### src/rtl/serial_sub_pkg.sv
// serial_sub_pkg: shared types and constants for the bit-serial subtractor.
//   state_e      : FSM state type (IDLE / RUN / DONE), 2-bit encoding
//   St*Enc       : raw state encodings used by the enum
package serial_sub_pkg;

  localparam logic [1:0] StIdleEnc = 2'b00;
  localparam logic [1:0] StRunEnc  = 2'b01;
  localparam logic [1:0] StDoneEnc = 2'b10;

  typedef enum logic [1:0] {
    StIdle = StIdleEnc,
    StRun  = StRunEnc,
    StDone = StDoneEnc
  } state_e;

endpackage

### src/rtl/full_subtractor.sv
// full_subtractor: single-bit combinational subtractor cell, d = a - b - bin.
//   a_i, b_i : operand bits
//   bin_i    : borrow in
//   d_o      : difference bit
//   bout_o   : borrow out
module full_subtractor (
  input  logic a_i,
  input  logic b_i,
  input  logic bin_i,
  output logic d_o,
  output logic bout_o
);

  assign d_o    = a_i ^ b_i ^ bin_i;
  assign bout_o = (~a_i & b_i) | (~(a_i ^ b_i) & bin_i);

endmodule

### src/rtl/serial_subtractor.sv
// serial_subtractor: bit-serial borrow-ripple subtractor, diff = a - b - bin, LSB first,
// one bit per clock, with valid/ready handshakes on input and output.
//   clk_i       : clock, rising edge
//   rst_i       : synchronous active-high reset
//   in_valid_i  : operands presented        in_ready_o : operands can be accepted (IDLE)
//   a_i, b_i    : minuend / subtrahend       bin_i      : borrow in
//   out_valid_o : result available (DONE)    out_ready_i: downstream accepts result
//   diff_o      : difference                 bout_o     : borrow out (a < b + bin unsigned)
//   busy_o      : operation in flight (RUN or DONE)
//   ovf_o       : signed overflow, only when SERIAL_SUB_OVF_EN is defined
module serial_subtractor
  import serial_sub_pkg::*;
#(
  parameter int unsigned WIDTH = 4
) (
  input  logic             clk_i,
  input  logic             rst_i,
  input  logic             in_valid_i,
  output logic             in_ready_o,
  input  logic [WIDTH-1:0] a_i,
  input  logic [WIDTH-1:0] b_i,
  input  logic             bin_i,
  output logic             out_valid_o,
  input  logic             out_ready_i,
  output logic [WIDTH-1:0] diff_o,
  output logic             bout_o,
`ifdef SERIAL_SUB_OVF_EN
  output logic             ovf_o,
`endif
  output logic             busy_o
);

  localparam int unsigned CntW = $clog2(WIDTH + 1);
  localparam logic [CntW-1:0] LastCnt = CntW'(WIDTH - 1);

  state_e state_q, state_d;

  logic [WIDTH-1:0] a_q, a_d;
  logic [WIDTH-1:0] b_q, b_d;
  logic [WIDTH-1:0] res_q, res_d;
  logic [WIDTH-1:0] diff_q, diff_d;
  logic [CntW-1:0]  cnt_q, cnt_d;
  logic             br_q, br_d;
  logic             bout_q, bout_d;
`ifdef SERIAL_SUB_OVF_EN
  logic             a_msb_q, a_msb_d;
  logic             b_msb_q, b_msb_d;
  logic             ovf_q, ovf_d;
`endif

  logic             fs_d;
  logic             fs_bout;
  logic             accept;
  logic             last_bit;
  logic [WIDTH-1:0] res_shift;

  full_subtractor u_fs (
    .a_i    (a_q[0]),
    .b_i    (b_q[0]),
    .bin_i  (br_q),
    .d_o    (fs_d),
    .bout_o (fs_bout)
  );

  assign accept   = (state_q == StIdle) && in_valid_i;
  assign last_bit = (cnt_q == LastCnt);

  // New bit enters at the MSB; after WIDTH shifts bit 0 holds the LSB result.
  always_comb begin
    res_shift            = res_q >> 1;
    res_shift[WIDTH-1]   = fs_d;
  end

  // State register.
  always_ff @(posedge clk_i) begin
    if (rst_i) begin
      state_q <= StIdle;
    end else begin
      state_q <= state_d;
    end
  end

  // Next-state logic.
  always_comb begin
    state_d = state_q;
    unique case (state_q)
      StIdle:  if (in_valid_i) state_d = StRun;
      StRun:   if (last_bit) state_d = StDone;
      StDone:  if (out_ready_i) state_d = StIdle;
      default: state_d = StIdle;
    endcase
  end

  // Outputs decode from registered state; only in_ready sees rst combinationally.
  always_comb begin
    in_ready_o  = (state_q == StIdle) && !rst_i;
    out_valid_o = (state_q == StDone);
    busy_o      = (state_q != StIdle);
  end

  // Datapath next-state.
  always_comb begin
    a_d    = a_q;
    b_d    = b_q;
    res_d  = res_q;
    cnt_d  = cnt_q;
    br_d   = br_q;
    diff_d = diff_q;
    bout_d = bout_q;
`ifdef SERIAL_SUB_OVF_EN
    a_msb_d = a_msb_q;
    b_msb_d = b_msb_q;
    ovf_d   = ovf_q;
`endif
    if (accept) begin
      a_d   = a_i;
      b_d   = b_i;
      br_d  = bin_i;
      res_d = '0;
      cnt_d = '0;
`ifdef SERIAL_SUB_OVF_EN
      a_msb_d = a_i[WIDTH-1];
      b_msb_d = b_i[WIDTH-1];
`endif
    end else if (state_q == StRun) begin
      a_d   = a_q >> 1;
      b_d   = b_q >> 1;
      br_d  = fs_bout;
      res_d = res_shift;
      cnt_d = cnt_q + CntW'(1);
      // Result registers change only here, so partial sums are never visible.
      if (last_bit) begin
        diff_d = res_shift;
        bout_d = fs_bout;
`ifdef SERIAL_SUB_OVF_EN
        // The final bit computed is the result MSB.
        ovf_d = (a_msb_q != b_msb_q) && (fs_d != a_msb_q);
`endif
      end
    end
  end

  always_ff @(posedge clk_i) begin
    if (rst_i) begin
      a_q    <= '0;
      b_q    <= '0;
      res_q  <= '0;
      cnt_q  <= '0;
      br_q   <= 1'b0;
      diff_q <= '0;
      bout_q <= 1'b0;
`ifdef SERIAL_SUB_OVF_EN
      a_msb_q <= 1'b0;
      b_msb_q <= 1'b0;
      ovf_q   <= 1'b0;
`endif
    end else begin
      a_q    <= a_d;
      b_q    <= b_d;
      res_q  <= res_d;
      cnt_q  <= cnt_d;
      br_q   <= br_d;
      diff_q <= diff_d;
      bout_q <= bout_d;
`ifdef SERIAL_SUB_OVF_EN
      a_msb_q <= a_msb_d;
      b_msb_q <= b_msb_d;
      ovf_q   <= ovf_d;
`endif
    end
  end

  assign diff_o = diff_q;
  assign bout_o = bout_q;
`ifdef SERIAL_SUB_OVF_EN
  assign ovf_o  = ovf_q;
`endif

endmodule

### config.mk
export PLATFORM = sky130hd
export DESIGN_NAME = serial_subtractor
export DESIGN_NICKNAME = d
export VERILOG_FILES = /design/src/rtl/serial_sub_pkg.sv /design/src/rtl/full_subtractor.sv /design/src/rtl/serial_subtractor.sv
export SDC_FILE = /design/constraint.sdc
export NUM_CORES = 1
export LEC_CHECK = 0
export ABC_AREA = 1
export BUFFER_PORTS_ARGS = -buffer_cell sky130_fd_sc_hd__buf_2
export CORE_ASPECT_RATIO = 0.75
export CORE_MARGIN = 2
export CORE_UTILIZATION = 50
export CTS_BUF_LIST = sky130_fd_sc_hd__clkbuf_8
export DETAILED_ROUTE_END_ITERATION = 12
export PLACE_DENSITY = 0.77
export RECOVER_POWER = 50
export SYNTH_ARGS = -nofsm -noshare
export SYNTH_HDL_FRONTEND = slang
export SYNTH_SLANG_ARGS = --single-unit
### constraint.sdc
create_clock -name clk_i -period 1.19 [get_ports clk_i]
set_clock_uncertainty 0.1 [all_clocks]
set_input_delay 0.0595 -clock clk_i [delete_from_list [all_inputs] [get_ports clk_i]]
set_output_delay 0.0595 -clock clk_i [all_outputs]
set_load 0.03 [all_outputs]
==> reports/metrics.csv <==
metric;value;unit
die height;43.14;um
Synth cell types;20;
Slew Limit Fails;0;
Final Worst Setup Slack;-74.89;ps
crit end category;register;
CTS H-tree depth;1;
Overall Power;1.820;mW
Most Crowded Layer GR;met2;
sequential area share after synthesis;43.14;%
Post-synth top flop;dfxtp_1;
FF/Latch Area;452.9;sq um
PwrDens;1220;nW/um^2
Slew @ Worst Pin;366.1;ps
Clock Tree Buf Depth;2;
CP Max Fanout;2;
Vias;1053;
Final HPWL DP;1607;um
clk sink count;22;
Avg Inst Size Synth;7.190;sq um
Slew headroom;75.70;%
met2 Usage GRT;40.47;%
fmax;790.6;MHz
final setup violating endpoints;11;
Arr. time, crit path;1370;ps
Initial Util;52.04;%
min-delay src;rst_i;
Fin Hold WS;-8.275;ps
RSZ-0062 raised after global routing;true;
Pleak;0.6360;nW
routability cong.;0.8054;
Rows;14;
Nets;193;
DIE WIDTH;56.18;um
port bufs;20;
yosys warns;0;
CTS tree;done;
critical path class;reg2reg;
Multi-input gate area;616.8;sq um
Critical Path Source;br_q;
Final Hold Viols;1;
pin count of the biggest net entering global routing;14;
classification of the worst-slack hold path;in2reg;
DRC;0;
critical path startpoint category;register;
Max Cap Viol;0;
grt ovf;0;
Placeable Area;1962;sq um
global-route wire length before repair;4174;um
Synth Cell Area;1021;sq um
drt pass-1 iters;4;
met3 usage;5.488;%
worst skew pair latency;270;ps
Post-synth EDFFs;0;
DIE AREA;2423;sq um
Antenna Nets Post-Route;0;
Vias per Instance;5.265;
GR Util All Layers;22.64;%
num ports;21;
Synth Instances;142;
Clock transition at path regs;80;ps
number of global-route vias before repair;978;
initial drt markers;30;
TritonCTS buffer count;3;
Antenna diodes;0;
violated checks;hold timing, setup timing;
reg2reg start;br_q;
ys async rst share;0;%
min Tclk post-route;1265;ps
Root Buffer;clkbuf_8;
share of layout cells above drive strength 1;40.91;%
fin crit share;106.3;%
routing usage on met1;26.52;%
Seq cells post-synth;22;
initial antenna violation count;0;
status;finished with violations;
fillers;131;
Area Growth Syn to Fin;46.08;%
Syn Nets;158;
Finished Core Util;76.02;%
WP data required;1290;ps
worst vdd ir;1.056;mV
Routed WL;2759;um
DR WL/cell;13.80;um
what timing repair did:
action                                  in CTS  in global routing
endpoints found under the setup margin      22                 23
hold endpoints to repair                     3                  0
gates resized for setup                     22                 26
hold buffers                                 3                  0
cloned                                       0                  1
buffers inserted                             1                  2
pin swaps                                    9                 15
cells in the final DEF (no fill, tap or decap), types with 6 or more instances in the layout:
cell type  count
nand2_1       39
dfxtp_1       16
buf_2         12
a21oi_1       10
nor2_1        10
nand3_1        8
inv_1          7
inv_2          6
nand2_2        6
buf_6          6
buf_4          6
state kept, by name, indices dropped and copies added, names as in the netlist:
register and flops:
a_q 4, diff_o 4, b_q 4, bout_o 1, state_q 2, cnt_q 3, br_q 1, res_q 3
critical path, stage by stage (launching register included):
cell and delay, ps:
dfxtp_2 340, inv_2 40, fa_2 560, nand2_1 50, a21oi_1 110
metrics by stage:
stage / cells / setup WS (ps) / setup TNS [ps] / cell area, sq um
4_1_cts: 197 / -75.21 / -266.0 / 1388
6_report: 200 / -74.89 / -433.5 / 1491
5_1_grt: 200 / -112.3 / -1021 / 1491
3_3_place_gp: 189 / -37.32 / -140.6 / 1209
2_1_floorplan: 142 / -23.71 / -31.69 / 1037
3_5_place_dp: 189 / -124.6 / -682.8 / 1209
Yosys cell counts, types with 2 or more instances:
cell type / n / area [sq um]
nor2_1: 13 / 48.80
nand2_1: 45 / 168.9
nor2_4: 3 / 33.78
ha_1: 2 / 25.02
dfxtp_1: 22 / 440.4
inv_2: 3 / 11.26
nand2_2: 2 / 12.51
clkinv_1: 4 / 15.01
inv_1: 12 / 45.04
o21ai_1: 2 / 10.01
a21oi_1: 15 / 75.07
nand3_1: 11 / 55.05
layout make-up:
cell class	instances	area share, %
inverter	19	5.285
clock inverter	1	2.013
tap	24	2.013
multi-input combinational	98	41.36
timing repair buffer	33	16.19
clock buffer	3	2.768
sequential	22	30.37
cells by family (layout without fill, tap and decap cells):
kind of cell | count (synthesis) | in the layout | share of synthesized area, %
simple gates | 75 | 75 | 32.35
buf+inv | 23 | 56 | 9.312
flops | 22 | 22 | 43.14
compound gates | 18 | 19 | 9.927
fa+ha+maj | 3 | 3 | 4.411
xor+xnor | 1 | 1 | 0.8580
where the power goes:
part | internal (mW) | switching, mW | leakage [nW]
Sequential | 0.765 | 0.0254 | 0.182
Combinational | 0.141 | 0.182 | 0.418
Clock | 0.450 | 0.257 | 0.0357
routing by layer:
layer  part of all wire (%)  up-vias  routed length [um]
met5                      0        -                   0
met4                    2.9        0                  80
met3                    5.3       10                 147
met2                     53       42                1456
met1                     39      493                1075
li1                       -      508                   -
final timing paths:
check / slack (ps) / endpoint / depth (start not counted)
worst max register to register: -70 / diff_o[3] / 4
worst min-delay path: -8 / b_q[3] / 2
worst max-delay path: -70 / diff_o[3] / 4
worst min register to register: 370 / res_q[1] / 2
No activity file was read; power rests on OpenSTA's default activity.
